$ cat src/rtl/adder_selftest_if.sv
// Operand/result bus between the self-test engine and the adder under test.
// The engine drives A/B as master; the adder returns Sum/Cout as slave.
interface adder_selftest_if #(
  parameter int WIDTH = 4
);
  logic [WIDTH-1:0] A;
  logic [WIDTH-1:0] B;
  logic [WIDTH-1:0] Sum;
  logic             Cout;

  modport master (
    output A,
    output B,
    input  Sum,
    input  Cout
  );

  modport slave (
    input  A,
    input  B,
    output Sum,
    output Cout
  );
endinterface

$ cat src/rtl/adder_selftest.sv
// Exhaustive self-test engine for a WIDTH-bit adder.
// Sweeps every {A,B} pair, counts matches and mismatches, and latches the first failing vector.
module adder_selftest #(
  parameter int WIDTH  = 4,
  parameter int SETTLE = 2
) (
  input  logic                 clk,
  input  logic                 rst,
  input  logic                 start,
  adder_selftest_if.master     dut,
  output logic                 busy,
  output logic                 done,
  output logic                 pass,
  output logic [2*WIDTH:0]     pass_cnt,
  output logic [2*WIDTH:0]     fail_cnt,
  output logic [WIDTH-1:0]     fail_a,
  output logic [WIDTH-1:0]     fail_b
);

  localparam int IW = 2 * WIDTH;
  localparam int CW = IW + 1;
  localparam logic [3:0] WAIT_LD = 4'(SETTLE - 1);

  typedef enum logic [2:0] {
    IDLE,
    DRIVE,
    WAIT,
    CHECK,
    DONE
  } state_t;

  state_t          state_q, state_d;
  logic [IW-1:0]   idx_q, idx_d;
  logic [3:0]      wait_q, wait_d;
  logic [CW-1:0]   pass_cnt_q, pass_cnt_d;
  logic [CW-1:0]   fail_cnt_q, fail_cnt_d;
  logic [WIDTH-1:0] fail_a_q, fail_a_d;
  logic [WIDTH-1:0] fail_b_q, fail_b_d;
  logic            busy_q, busy_d;
  logic            done_q, done_d;

  logic [WIDTH:0]  exp_sum;
  logic            match;

  assign dut.A = idx_q[IW-1:WIDTH];
  assign dut.B = idx_q[WIDTH-1:0];

  assign busy     = busy_q;
  assign done     = done_q;
  assign pass     = done_q & (fail_cnt_q == '0);
  assign pass_cnt = pass_cnt_q;
  assign fail_cnt = fail_cnt_q;
  assign fail_a   = fail_a_q;
  assign fail_b   = fail_b_q;

  // Reference sum and comparison against the adder's response.
  always_comb begin
    exp_sum = {1'b0, dut.A} + {1'b0, dut.B};
    match   = (exp_sum == {dut.Cout, dut.Sum});
  end

  // Sweep sequencing, scoring and first-failure capture.
  always_comb begin
    state_d    = state_q;
    idx_d      = idx_q;
    wait_d     = wait_q;
    pass_cnt_d = pass_cnt_q;
    fail_cnt_d = fail_cnt_q;
    fail_a_d   = fail_a_q;
    fail_b_d   = fail_b_q;
    busy_d     = (state_q == DRIVE) ||
                 (state_q == WAIT)  ||
                 (state_q == CHECK);
    done_d     = (state_q == DONE);

    unique case (state_q)
      IDLE, DONE: begin
        if (start) begin
          idx_d      = '0;
          pass_cnt_d = '0;
          fail_cnt_d = '0;
          fail_a_d   = '0;
          fail_b_d   = '0;
          state_d    = DRIVE;
        end
      end
      DRIVE: begin
        wait_d  = WAIT_LD;
        state_d = WAIT;
      end
      WAIT: begin
        if (wait_q == 4'd0) begin
          state_d = CHECK;
        end else begin
          wait_d = wait_q - 4'd1;
        end
      end
      CHECK: begin
        if (match) begin
          pass_cnt_d = pass_cnt_q + CW'(1);
        end else begin
          fail_cnt_d = fail_cnt_q + CW'(1);
          if (fail_cnt_q == '0) begin
            fail_a_d = dut.A;
            fail_b_d = dut.B;
          end
        end
        if (&idx_q) begin
          state_d = DONE;
        end else begin
          idx_d   = idx_q + IW'(1);
          state_d = DRIVE;
        end
      end
      default: state_d = IDLE;
    endcase
  end

  // State and datapath registers with synchronous reset.
  always_ff @(posedge clk) begin
    if (rst) begin
      state_q    <= IDLE;
      idx_q      <= '0;
      wait_q     <= '0;
      pass_cnt_q <= '0;
      fail_cnt_q <= '0;
      fail_a_q   <= '0;
      fail_b_q   <= '0;
      busy_q     <= 1'b0;
      done_q     <= 1'b0;
    end else begin
      state_q    <= state_d;
      idx_q      <= idx_d;
      wait_q     <= wait_d;
      pass_cnt_q <= pass_cnt_d;
      fail_cnt_q <= fail_cnt_d;
      fail_a_q   <= fail_a_d;
      fail_b_q   <= fail_b_d;
      busy_q     <= busy_d;
      done_q     <= done_d;
    end
  end

endmodule

$ cat src/flat_wrapper.sv
// flat-port wrapper written by rule: the top's interface ports become plain ports
module adder_selftest_flat 
#(
  parameter int WIDTH  = 4,
  parameter int SETTLE = 2
)
  (clk, rst, start, busy, done, pass, pass_cnt, fail_cnt, fail_a, fail_b, dut_A, dut_B, dut_Sum, dut_Cout);
  adder_selftest_if #(.WIDTH(WIDTH)) dut_i ();
  input  logic clk;
  input  logic rst;
  input  logic start;
  output logic busy;
  output logic done;
  output logic pass;
  output logic [2*WIDTH:0] pass_cnt;
  output logic [2*WIDTH:0] fail_cnt;
  output logic [WIDTH-1:0] fail_a;
  output logic [WIDTH-1:0] fail_b;
  output wire logic [$bits(dut_i.A)-1:0] dut_A;
  output wire logic [$bits(dut_i.B)-1:0] dut_B;
  input wire logic [$bits(dut_i.Sum)-1:0] dut_Sum;
  input wire logic [$bits(dut_i.Cout)-1:0] dut_Cout;
  assign dut_A = dut_i.A;
  assign dut_B = dut_i.B;
  assign dut_i.Sum = dut_Sum;
  assign dut_i.Cout = dut_Cout;
  adder_selftest #(.WIDTH(WIDTH), .SETTLE(SETTLE)) u_core (.clk(clk), .rst(rst), .start(start), .dut(dut_i), .busy(busy), .done(done), .pass(pass), .pass_cnt(pass_cnt), .fail_cnt(fail_cnt), .fail_a(fail_a), .fail_b(fail_b));
endmodule
$ cat config.mk
export PLATFORM = sky130hd
export DESIGN_NAME = adder_selftest_flat
export DESIGN_NICKNAME = d
export VERILOG_FILES = /design/src/rtl/adder_selftest_if.sv /design/src/rtl/adder_selftest.sv /design/src/flat_wrapper.sv
export SDC_FILE = /design/constraint.sdc
export NUM_CORES = 1
export LEC_CHECK = 0
export BUFFER_PORTS_ARGS = -buffer_cell sky130_fd_sc_hd__buf_2
export CORE_ASPECT_RATIO = 0.9
export CORE_MARGIN = 4
export CORE_UTILIZATION = 41
export CTS_BUF_LIST = sky130_fd_sc_hd__clkbuf_2 sky130_fd_sc_hd__clkbuf_4 sky130_fd_sc_hd__clkbuf_8
export CTS_CLUSTER_DIAMETER = 60
export DETAILED_ROUTE_END_ITERATION = 10
export PLACE_DENSITY = 0.58
export RECOVER_POWER = 100
export SYNTH_ARGS = -nofsm -noshare
export SYNTH_HDL_FRONTEND = slang
export SYNTH_SLANG_ARGS = --single-unit
$ cat constraint.sdc
create_clock -name clk -period 2.8 [get_ports clk]
set_input_delay 0.56 -clock clk [delete_from_list [all_inputs] [get_ports clk]]
set_output_delay 0.56 -clock clk [all_outputs]
set_load 0.02 [all_outputs]
==> reports/qor.yml <==
rsz0062_at_grt: "no"
net-switching-power_w: 0.000402
firstDrtPassIters: 4
tightestPinTransition_ns: 1.19
relSlewSlack_pct: 20.6
synth_seq_cells: 43
grt.busiest_layer: "met2"
min_from: "u_core.pass_cnt[8]$_SDFFE_PP0P_"
path_clk_slew_ns: 0.10
ant_nets: 0
ys_types: 55
ff2ff_setup_slack_ns: 0.25
antenna_found_initial: 0
cp_slowest_cell: "dfxtp_1"
cts_tree: "built"
cellPowerDensity_nw_per_um2: 498
drive_gt1_share_pct: 8.43
end_kind: "flip-flop"
max_freq_mhz: 393
finalCriticalPeriod_ns: 2.55
grtUsageMet2_pct: 28.1
yosysTopAreaCell: "dfxtp_1"
clockRootBuffer: "clkbuf_8"
cp_max_fo: 12
drv_cap: 0
grt_pass1_vias: 2122
criticalPathCategory: "reg -> reg"
num_vias: 2185
grt_overflow: 0
dpl.hpwl_mm: 4.23
hold_depth: 2
leakage_nw: 0.980
ir_worst_vdd_v: 0.000419
grt_util_all_layers_pct: 17.9
worstRegToRegCells: 8
hp-class: "reg -> reg"
r2r_start: "u_core.idx_q[0]$_SDFFE_PP0P_"
cts_buffers: 5
die_y_um: 80.8
hold_viol: 0
drtIter0Drc: 136
rows: 26
cts.path.max_buffers: 2
areaGrowthSynthToFinish_pct: 13.4
synthCells: 286
avgViaCountPerCell: 5.44
syn_area_um2: 2410
power_frac_comb_pct: 15.4
yosysWarnings: 0
cts.repair.resized: 0
wire_per_inst_um: 14.8
cts_setup_buffers: 0
postLayoutCellArea_um2: 2740
fin_skew_ns: 0.0123
use_met3_pct: 4.26
arrival_ns: 2.74
seq_area_frac_synth_pct: 35.7
core_um2: 5690
fin_crit_sh_pct: 90.9
dp.cells: 394
setup-tns-final_ns: 0
n_antenna_cell: 0
fin_cells: 402
async_reset_ff_share_pct: 0
synthFlopType: "dfxtp_1"
pin_count: 45
slowest_delay_ns: 0.46
use_met1_pct: 24.8
gp_congestion: 0.833
grt_pass1_wl_mm: 10.1
p_int_w: 0.000961
setup_violations: 0
synth_top_area_share_pct: 35.7
io_buffers: 44
die_area_um2: 7180
power_frac_seq_pct: 48.0
critical_path.cell_chain: "ha_1, fa_1, xnor2_1, nand3_2, a221oi_1, buf_4, nor3_1, a311o_1"
status: "finished, final reports clean"
switching_share_pct: 29.5
htree_levels: 2
syn_avg_cell_area_um2: 8.44
fill_cells: 586
drc_errors: 0
die_w_um: 88.9
clkPwrFrac_pct: 36.6
holdBufCountCts: 0
clkLatencyLatePin_ns: 0.30
clock-sinks: 43
crit_required_ns: 2.99
syn-num-nets: 305
hold_path_end: "u_core.pass_cnt[8]$_SDFFE_PP0P_"
grt_max_degree: 26
synth_area_leaders: "dfxtp_1 36%, ha_1 5.2%, nand2_1 5.1%"
finalMaxSlewViolations: 0
startpoint_type: "flip-flop"
nets: 350
start_util_pct: 42.4
timing.rr.end: "u_core.pass_cnt[1]$_SDFFE_PP0P_"
synth-edff-count: 0
placed_cell_area_um2: 2690
wl_mm: 5.94
## cell usage after synthesis (all sizes together) (2+ instances only)
| cell | count |
|---|---|
| xor2 | 2 |
| nor4 | 7 |
| nor2 | 16 |
| dfxtp | 43 |
| a31o | 2 |
| a211oi | 4 |
| a221oi | 2 |
| a31oi | 2 |
| or3 | 2 |
| and2 | 2 |
| a2111o | 2 |
| mux2i | 11 |
| inv | 14 |
| nand2b | 12 |
| xnor2 | 10 |
| nand3 | 12 |
| nor3 | 13 |
| a22oi | 2 |
| o21ai | 21 |
| a21oi | 15 |
| o2111ai | 2 |
| ha | 10 |
| a21o | 2 |
| and3 | 7 |
| clkbuf | 2 |
| nand2 | 33 |
| buf | 9 |
| nand4 | 7 |
| nand3b | 3 |
## state kept, by name, indices dropped and copies added (netlist names)
register         cells
u_core.idx_q         8
u_core.fail_a        4
u_core.done          1
u_core.wait_q        4
u_core.fail_b        4
u_core.fail_cnt      9
u_core.busy          1
u_core.pass_cnt      9
u_core.state_q       3
## how the worst max path moves through the flow
stage                                      start                         endpoint  slack, ns  depth (start not counted)
floorplan           u_core.idx_q[0]$_SDFFE_PP0P_  u_core.pass_cnt[3]$_SDFFE_PP0P_       0.35                          7
global placement    u_core.idx_q[0]$_SDFFE_PP0P_  u_core.pass_cnt[5]$_SDFFE_PP0P_       0.36                          7
detailed placement  u_core.idx_q[0]$_SDFFE_PP0P_  u_core.pass_cnt[5]$_SDFFE_PP0P_       0.28                          7
CTS                 u_core.idx_q[0]$_SDFFE_PP0P_  u_core.pass_cnt[5]$_SDFFE_PP0P_       0.26                          7
global route        u_core.idx_q[0]$_SDFFE_PP0P_  u_core.pass_cnt[1]$_SDFFE_PP0P_       0.05                          8
finish              u_core.idx_q[0]$_SDFFE_PP0P_  u_core.pass_cnt[1]$_SDFFE_PP0P_       0.25                          8
## cell type report
| class | count | area [um2] | area share [%] |
|---|---|---|---|
| Inverter | 14 | 52.6 | 1.92 |
| Clock inverter | 3 | 43.8 | 1.60 |
| Sequential cell | 43 | 861 | 31.5 |
| Tap cell | 70 | 87.6 | 3.20 |
| Timing Repair Buffer | 50 | 215 | 7.86 |
| Multi-Input combinational cell | 217 | 1410 | 51.4 |
| Clock buffer | 5 | 68.8 | 2.51 |
## power groups by stage
stage | Sequential (W) | Combinational, W | Clock, W
2_1_floorplan | 0.000665 | 0.000176 | 0
3_3_place_gp | 0.000670 | 0.000215 | 0
3_5_place_dp | 0.000670 | 0.000216 | 0
4_1_cts | 0.000656 | 0.000217 | 0.000514
5_1_grt | 0.000661 | 0.000237 | 0.000541
6_report | 0.000655 | 0.000209 | 0.000499
## stage by stage
| stage | setup slack, ns | hold slack (ns) | total power (W) | utilization (%) |
|---|---|---|---|---|
| global placement | 0.356 | 0.454 | 0.000885 | 47.3 |
| detailed placement | 0.278 | 0.466 | 0.000886 | 47.3 |
| global route | 0.0526 | 0.510 | 0.00144 | 48.1 |
| floorplan | 0.351 | 0.468 | 0.000841 | - |
| CTS | 0.263 | 0.483 | 0.00139 | 49.3 |
| finish | 0.255 | 0.475 | 0.00136 | 48.1 |
## cell usage in the layout, fill, tap and decap left out, drive strengths merged, types with 3 or more instances in the layout
master	count
dfxtp	43
clkbuf	43
nand2	33
o21ai	21
nor2	16
a21oi	15
inv	14
nor3	13
nand2b	12
nand3	12
buf	12
mux2i	11
xnor2	10
ha	10
nor4	7
nand4	7
and3	7
a211oi	4
nand3b	3
## critical path: cells and delay by family, from the launching register on
kind                     cells  cell delay (ns)
adder cells (fa/ha/maj)      2             0.66
flip-flops                   1             0.46
buffers and inverters        1             0.24
AO/OA/AOI/OAI                2             0.58
XOR/XNOR                     1             0.27
AND/OR/NAND/NOR              2             0.22
## metal layers
metal	vias up	part of all wire, %	routed length (um)
met2	39	44	2590
met4	0	0.45	27
li1	1127	-	-
met5	-	0	0
met1	1014	51	3000
met3	5	5.4	318
## cells by family after synthesis
kind of cell             Yosys count  synth area share (%)
AND/OR/NAND/NOR                  119                  25.6
AO/OA/AOI/OAI                     63                  17.6
flip-flops                        43                  35.7
buffers and inverters             26                  5.29
XOR/XNOR                          13                  5.34
multiplexers                      11                  4.56
adder cells (fa/ha/maj)           11                  6.01
Note: power is estimated with default switching activity, not from simulation.
